## config.mk

```make
export PLATFORM = sky130hd
export DESIGN_NAME = if_stage
export DESIGN_NICKNAME = d
export VERILOG_FILES = /design/src/rtl/if_stage_pkg.sv /design/src/rtl/if_stage_if_id_reg.sv /design/src/rtl/if_stage.sv
export SDC_FILE = /design/constraint.sdc
export NUM_CORES = 1
export LEC_CHECK = 0
export ABC_AREA = 0
export ABC_CLOCK_PERIOD_IN_PS = 6380
export CORE_ASPECT_RATIO = 0.8
export CORE_UTILIZATION = 50
export CTS_BUF_LIST = sky130_fd_sc_hd__clkbuf_16
export DETAILED_ROUTE_END_ITERATION = 16
export GPL_ROUTABILITY_DRIVEN = 1
export PLACE_DENSITY = 0.82
export REMOVE_ABC_BUFFERS = 1
export SYNTH_ARGS = -nofsm -noshare
export SYNTH_HDL_FRONTEND = slang
export SYNTH_HIERARCHICAL = 1
export SYNTH_SLANG_ARGS = --single-unit
```

## constraint.sdc

```tcl
create_clock -name clk -period 6.38 [get_ports clk]
set_input_delay 0.957 -clock clk [delete_from_list [all_inputs] [get_ports clk]]
set_output_delay 0.957 -clock clk [all_outputs]
set_load 0.02 [all_outputs]
```

## src/rtl/if_stage_pkg.sv

```systemverilog
// Shared constants, types and the fetch-address check for the P7 fetch stage.
package if_stage_pkg;

  localparam logic [31:0] PC_RESET_DEF  = 32'h0000_3000;
  localparam logic [31:0] EXC_ENTRY_DEF = 32'h0000_4180;
  localparam logic [31:0] IM_BASE_DEF   = 32'h0000_3000;
  localparam logic [31:0] IM_LIMIT_DEF  = 32'h0000_6FFC;

  localparam logic [4:0] EXC_NONE = 5'd0;
  localparam logic [4:0] EXC_ADEL = 5'd4;

  typedef enum logic [1:0] {
    IFID_LOAD   = 2'd0,
    IFID_HOLD   = 2'd1,
    IFID_BUBBLE = 2'd2
  } ifid_ctrl_e;

  // Address error on fetch: misaligned or outside the instruction window (unsigned).
  function automatic logic fetch_addr_err(input logic [31:0] pc,
                                          input logic [31:0] base,
                                          input logic [31:0] limit);
    return (pc[1:0] != 2'b00) || (pc < base) || (pc > limit);
  endfunction

endpackage

```

## src/rtl/if_stage_if_id_reg.sv

```systemverilog
// IF/ID pipeline register with load, hold and bubble controls.
module if_id_reg
  import if_stage_pkg::*;
(
  input  logic        clk,
  input  logic        reset,
  input  ifid_ctrl_e  ctrl,
  input  logic [31:0] instr_in,
  input  logic [31:0] pc_in,
  input  logic [31:0] pc8_in,
  input  logic [4:0]  exc_in,
  input  logic        bd_in,
  input  logic [31:0] bubble_pc,
  input  logic [31:0] bubble_pc8,
  output logic [31:0] instr_d,
  output logic [31:0] pc_d,
  output logic [31:0] pc8_d,
  output logic [4:0]  exc_d,
  output logic        bd_d
);

  // Bubbles carry a caller-chosen PC so an interrupt on the bubble still has an EPC.
  always_ff @(posedge clk) begin
    if (reset) begin
      instr_d <= 32'h0000_0000;
      pc_d    <= 32'h0000_0000;
      pc8_d   <= 32'h0000_0000;
      exc_d   <= EXC_NONE;
      bd_d    <= 1'b0;
    end else begin
      case (ctrl)
        IFID_LOAD: begin
          instr_d <= instr_in;
          pc_d    <= pc_in;
          pc8_d   <= pc8_in;
          exc_d   <= exc_in;
          bd_d    <= bd_in;
        end
        IFID_BUBBLE: begin
          instr_d <= 32'h0000_0000;
          pc_d    <= bubble_pc;
          pc8_d   <= bubble_pc8;
          exc_d   <= EXC_NONE;
          bd_d    <= 1'b0;
        end
        IFID_HOLD: begin
          instr_d <= instr_d;
          pc_d    <= pc_d;
          pc8_d   <= pc8_d;
          exc_d   <= exc_d;
          bd_d    <= bd_d;
        end
        default: begin
          instr_d <= instr_d;
          pc_d    <= pc_d;
          pc8_d   <= pc8_d;
          exc_d   <= exc_d;
          bd_d    <= bd_d;
        end
      endcase
    end
  end

endmodule

```

## src/rtl/if_stage.sv

```systemverilog
// P7 fetch stage: PC register, next-PC selection, AdEL detection and IF/ID register.
module if_stage
  import if_stage_pkg::*;
#(
  parameter logic [31:0] PC_RESET  = PC_RESET_DEF,
  parameter logic [31:0] EXC_ENTRY = EXC_ENTRY_DEF,
  parameter logic [31:0] IM_BASE   = IM_BASE_DEF,
  parameter logic [31:0] IM_LIMIT  = IM_LIMIT_DEF
) (
  input  logic        clk,
  input  logic        reset,
  input  logic        stall,
  input  logic        intreq,
  input  logic        jump_d,
  input  logic        eret_d,
  input  logic [31:0] npc,
  input  logic [31:0] im_rdata,
  output logic [31:0] im_addr,
  output logic [31:0] pc_f,
  output logic [31:0] instr_d,
  output logic [31:0] pc_d,
  output logic [31:0] pc8_d,
  output logic [4:0]  exc_d,
  output logic        bd_d
);

  logic        adel_f;
  logic [31:0] pc_next;
  logic [31:0] bubble_pc;
  logic [31:0] bubble_pc8;
  logic        bd_in;
  ifid_ctrl_e  ctrl;

  assign adel_f  = fetch_addr_err(pc_f, IM_BASE, IM_LIMIT);
  assign im_addr = pc_f;

  // Next-PC and IF/ID control: intreq > stall > eret > jump > sequential.
  always_comb begin
    pc_next    = pc_f + 32'd4;
    ctrl       = IFID_LOAD;
    bubble_pc  = 32'h0000_0000;
    bubble_pc8 = 32'h0000_0000;
    bd_in      = 1'b0;
    if (intreq) begin
      pc_next = EXC_ENTRY;
      ctrl    = IFID_BUBBLE;
    end else if (stall) begin
      pc_next = pc_f;
      ctrl    = IFID_HOLD;
    end else if (eret_d) begin
      pc_next    = npc;
      ctrl       = IFID_BUBBLE;
      bubble_pc  = npc;
      bubble_pc8 = npc + 32'd8;
    end else if (jump_d) begin
      pc_next = npc;
      bd_in   = 1'b1;
    end else begin
      pc_next = pc_f + 32'd4;
    end
  end

  // Program counter register.
  always_ff @(posedge clk) begin
    if (reset) begin
      pc_f <= PC_RESET;
    end else begin
      pc_f <= pc_next;
    end
  end

  if_id_reg u_if_id_reg (
    .clk        (clk),
    .reset      (reset),
    .ctrl       (ctrl),
    .instr_in   (adel_f ? 32'h0000_0000 : im_rdata),
    .pc_in      (pc_f),
    .pc8_in     (pc_f + 32'd8),
    .exc_in     (adel_f ? EXC_ADEL : EXC_NONE),
    .bd_in      (bd_in),
    .bubble_pc  (bubble_pc),
    .bubble_pc8 (bubble_pc8),
    .instr_d    (instr_d),
    .pc_d       (pc_d),
    .pc8_d      (pc8_d),
    .exc_d      (exc_d),
    .bd_d       (bd_d)
  );

endmodule

```

==> metrics <==
Clk Tree Root Cell=clkbuf_16; Top FF cell, synth=dfxtp_1; RSZ-0062 raised after global routing=false; via count=8248; Seq/Total Area, Yosys=30.5%; antenna-violating nets left=0; DIE HEIGHT=121 µm; largest net degree at the start of global routing=142; Worst-Skew Late Latency=0.43 ns; Cell Area, Synth=0.00879 mm²; DRT iter0 DRCs=699; layout cells sized above 1=8.05%; first-pass GRT wire length=40500 µm; simple-gate share of the synthesized area=29.9%; DRC=0; placed cell count=1393; critical path type=in -> reg; adder-cell area share of the yosys netlist=0.427%; XOR/XNOR Fraction of Synth Area=5.78%; HP Class=reg -> reg; Pwr per Cell Area=202 mW/mm²; worst vdd ir=0.156 mV; Gate Count Post-Synth=1056; Fillers=1427; gpl congestion=0.905; Core Area=0.0169 mm²; Worst-Margin Slew=1.27 ns; antenna violations before repair=0; Setup crit end kind=register; period utilization=60.6%; final setup fails=0; Post-synth EDFFs=0; H-tree levels=4; Req. time, crit path=6.66 ns; Non-Filler Instances=1425; GR Overflow Total=0; most common cell after layout, fill and taps aside=clkdlybuf4s50_1; hold violation count in the final report=0; DPL Wire Length=16500 µm; Max Fclk=259 MHz; setup_tns=0 ns; min cycle time layout=3.87 ns; Max Cap Violations=0; worst path arrival time=4.15 ns; Synth Area in Compound Gates=16.5%; fin. max-slew vios=0; CTS Buf Count=17; CTS tree=yes; flops & latches, synth=134; startpoint type of the worst setup path=primary input; Die X-Extent=150 µm; DIE AREA=0.0181 mm²; leakage power=4.29 nW; Syn. warnings=6; Syn Area/Cell=8.32 µm²; Synth cell types=71; DRT Wirelength=25500 µm; Max-slew headroom=15.4%; async set or reset register ratio after synthesis=0%; net count reported at finish=1265; Syn-to-layout area delta=29.0%; via/cell ratio=5.79; CP max FO=58; Sinks on Clock Net=134; WL/cell=17.9 µm; Worst-path clk slew=0.05 ns; # IOs=236; mux contribution to synthesized area=8.26%; Post-CTS Setup Inserts=0; PortBufs=235; Worst Skew=0.00835 ns; most frequent cells in the layout=234 x clkdlybuf4s50_1, 134 x dfxtp_1, 102 x nand2_1, 68 x mux2i_1, 66 x a21oi_1; ANT cells=0; post-CTS sizing=0; largest family of logic cells by synthesized area=simple AND/OR/NAND/NOR gates; Clock Tree Buf Depth=2; drt pass-1 iters=6; Tot GR Track Use=28.2%; Row Count=42; vias in the first global route=7478; CTS Hold Bufs=0; Starting Density=52.1%; status=finished clean
-- layout make-up --
class | instances | area, µm² | share of cell area (%)
Clock inverter | 15 | 124 | 1.09
Timing Repair Buffer | 245 | 2420 | 21.4
Clock buffer | 17 | 425 | 3.75
Sequential cell | 134 | 2680 | 23.7
Multi-Input combinational cell | 787 | 5380 | 47.5
Inverter | 7 | 26.3 | 0.232
Tap cell | 220 | 275 | 2.43
-- cell usage after synthesis, types with 4 or more instances --
cell | number | area share, %
a21oi_1 | 66 | 3.8
or3b_1 | 38 | 3.8
nor4_1 | 8 | 0.57
dfxtp_1 | 134 | 31
and2_1 | 34 | 2.4
buf_6 | 6 | 0.77
mux2i_1 | 68 | 7.7
a21o_1 | 5 | 0.43
a31oi_1 | 7 | 0.50
and3_1 | 47 | 3.3
buf_1 | 4 | 0.17
buf_4 | 43 | 3.7
o21ai_0 | 22 | 1.3
nor2b_1 | 64 | 4.6
a211oi_1 | 30 | 2.6
nand3_1 | 33 | 1.9
nor3_1 | 14 | 0.80
nor2_1 | 66 | 2.8
buf_2 | 20 | 1.1
a211oi_2 | 40 | 5.7
xor2_1 | 39 | 3.9
and4_1 | 5 | 0.50
nand4_1 | 16 | 1.1
xnor2_1 | 19 | 1.9
inv_1 | 6 | 0.26
clkbuf_1 | 55 | 2.3
nand2_1 | 102 | 4.4
-- registers in the layout, indices dropped and copies added (netlist names), named ones only --
register and count:
u_if_id_reg/bd_d 1, im_addr 30, u_if_id_reg/exc_d 5, u_if_id_reg/pc_d 32, u_if_id_reg/pc8_d 32, u_if_id_reg/instr_d 32
-- critical path, cell delays in order --
cell and delay, ns:
clkdlybuf4s50_1 0.40, buf_4 0.27, inv_1 0.62, a21o_4 0.69
buf_4 0.70, mux2i_1 0.34, a211oi_2 0.10
-- cells by family (layout without fill, tap and decap cells) --
family,count (synthesis),count (layout)
AND/OR/NAND/NOR,457,457
AO/OA/AOI/OAI,193,193
buffers and inverters,138,284
flip-flops,134,134
multiplexers,72,72
XOR/XNOR,58,58
adder cells (fa/ha/maj),3,3
other,1,4
-- metrics by stage --
step	area [µm²]	total power, mW	setup slack, ns	hold slack (ns)	utilization (%)
after global placement	10800	1.36	2.23	0.438	64.0
after CTS	11300	2.30	2.58	0.450	67.2
after detailed placement	10800	1.37	2.13	0.442	64.0
final	11300	2.29	2.51	0.447	67.2
after global routing	11300	2.37	2.37	0.463	67.2
after floorplan	8070	1.16	-0.481	0.524	-
-- power by group --
group	switching, mW	total (mW)	internal, mW	leakage, nW
sequential	0.0440	0.917	0.873	1.09
clock	0.370	0.931	0.561	0.276
combinational	0.238	0.442	0.204	2.92
total	0.651	2.29	1.64	4.29
-- routing by layer --
layer,GRT usage (%),vias to the layer above,wire length (µm)
met3,5.13,42,1860
li1,-,3950,-
met1,39.6,3888,11600
met5,0,-,0
met2,43.1,368,11600
met4,9.79,0,449
-- worst paths after layout --
kind / start / end / slack [ns] / depth (start not counted)
worst max-delay path: stall / u_if_id_reg/pc8_d[29] / 2.51 / 7
worst min-delay path: u_if_id_reg/bd_d / u_if_id_reg/bd_d / 0.45 / 2
worst max register to register: im_addr[4] / u_if_id_reg/pc8_d[29] / 3.26 / 8
worst min register to register: u_if_id_reg/bd_d / u_if_id_reg/bd_d / 0.45 / 2
Power figures use the tool's default switching activity.
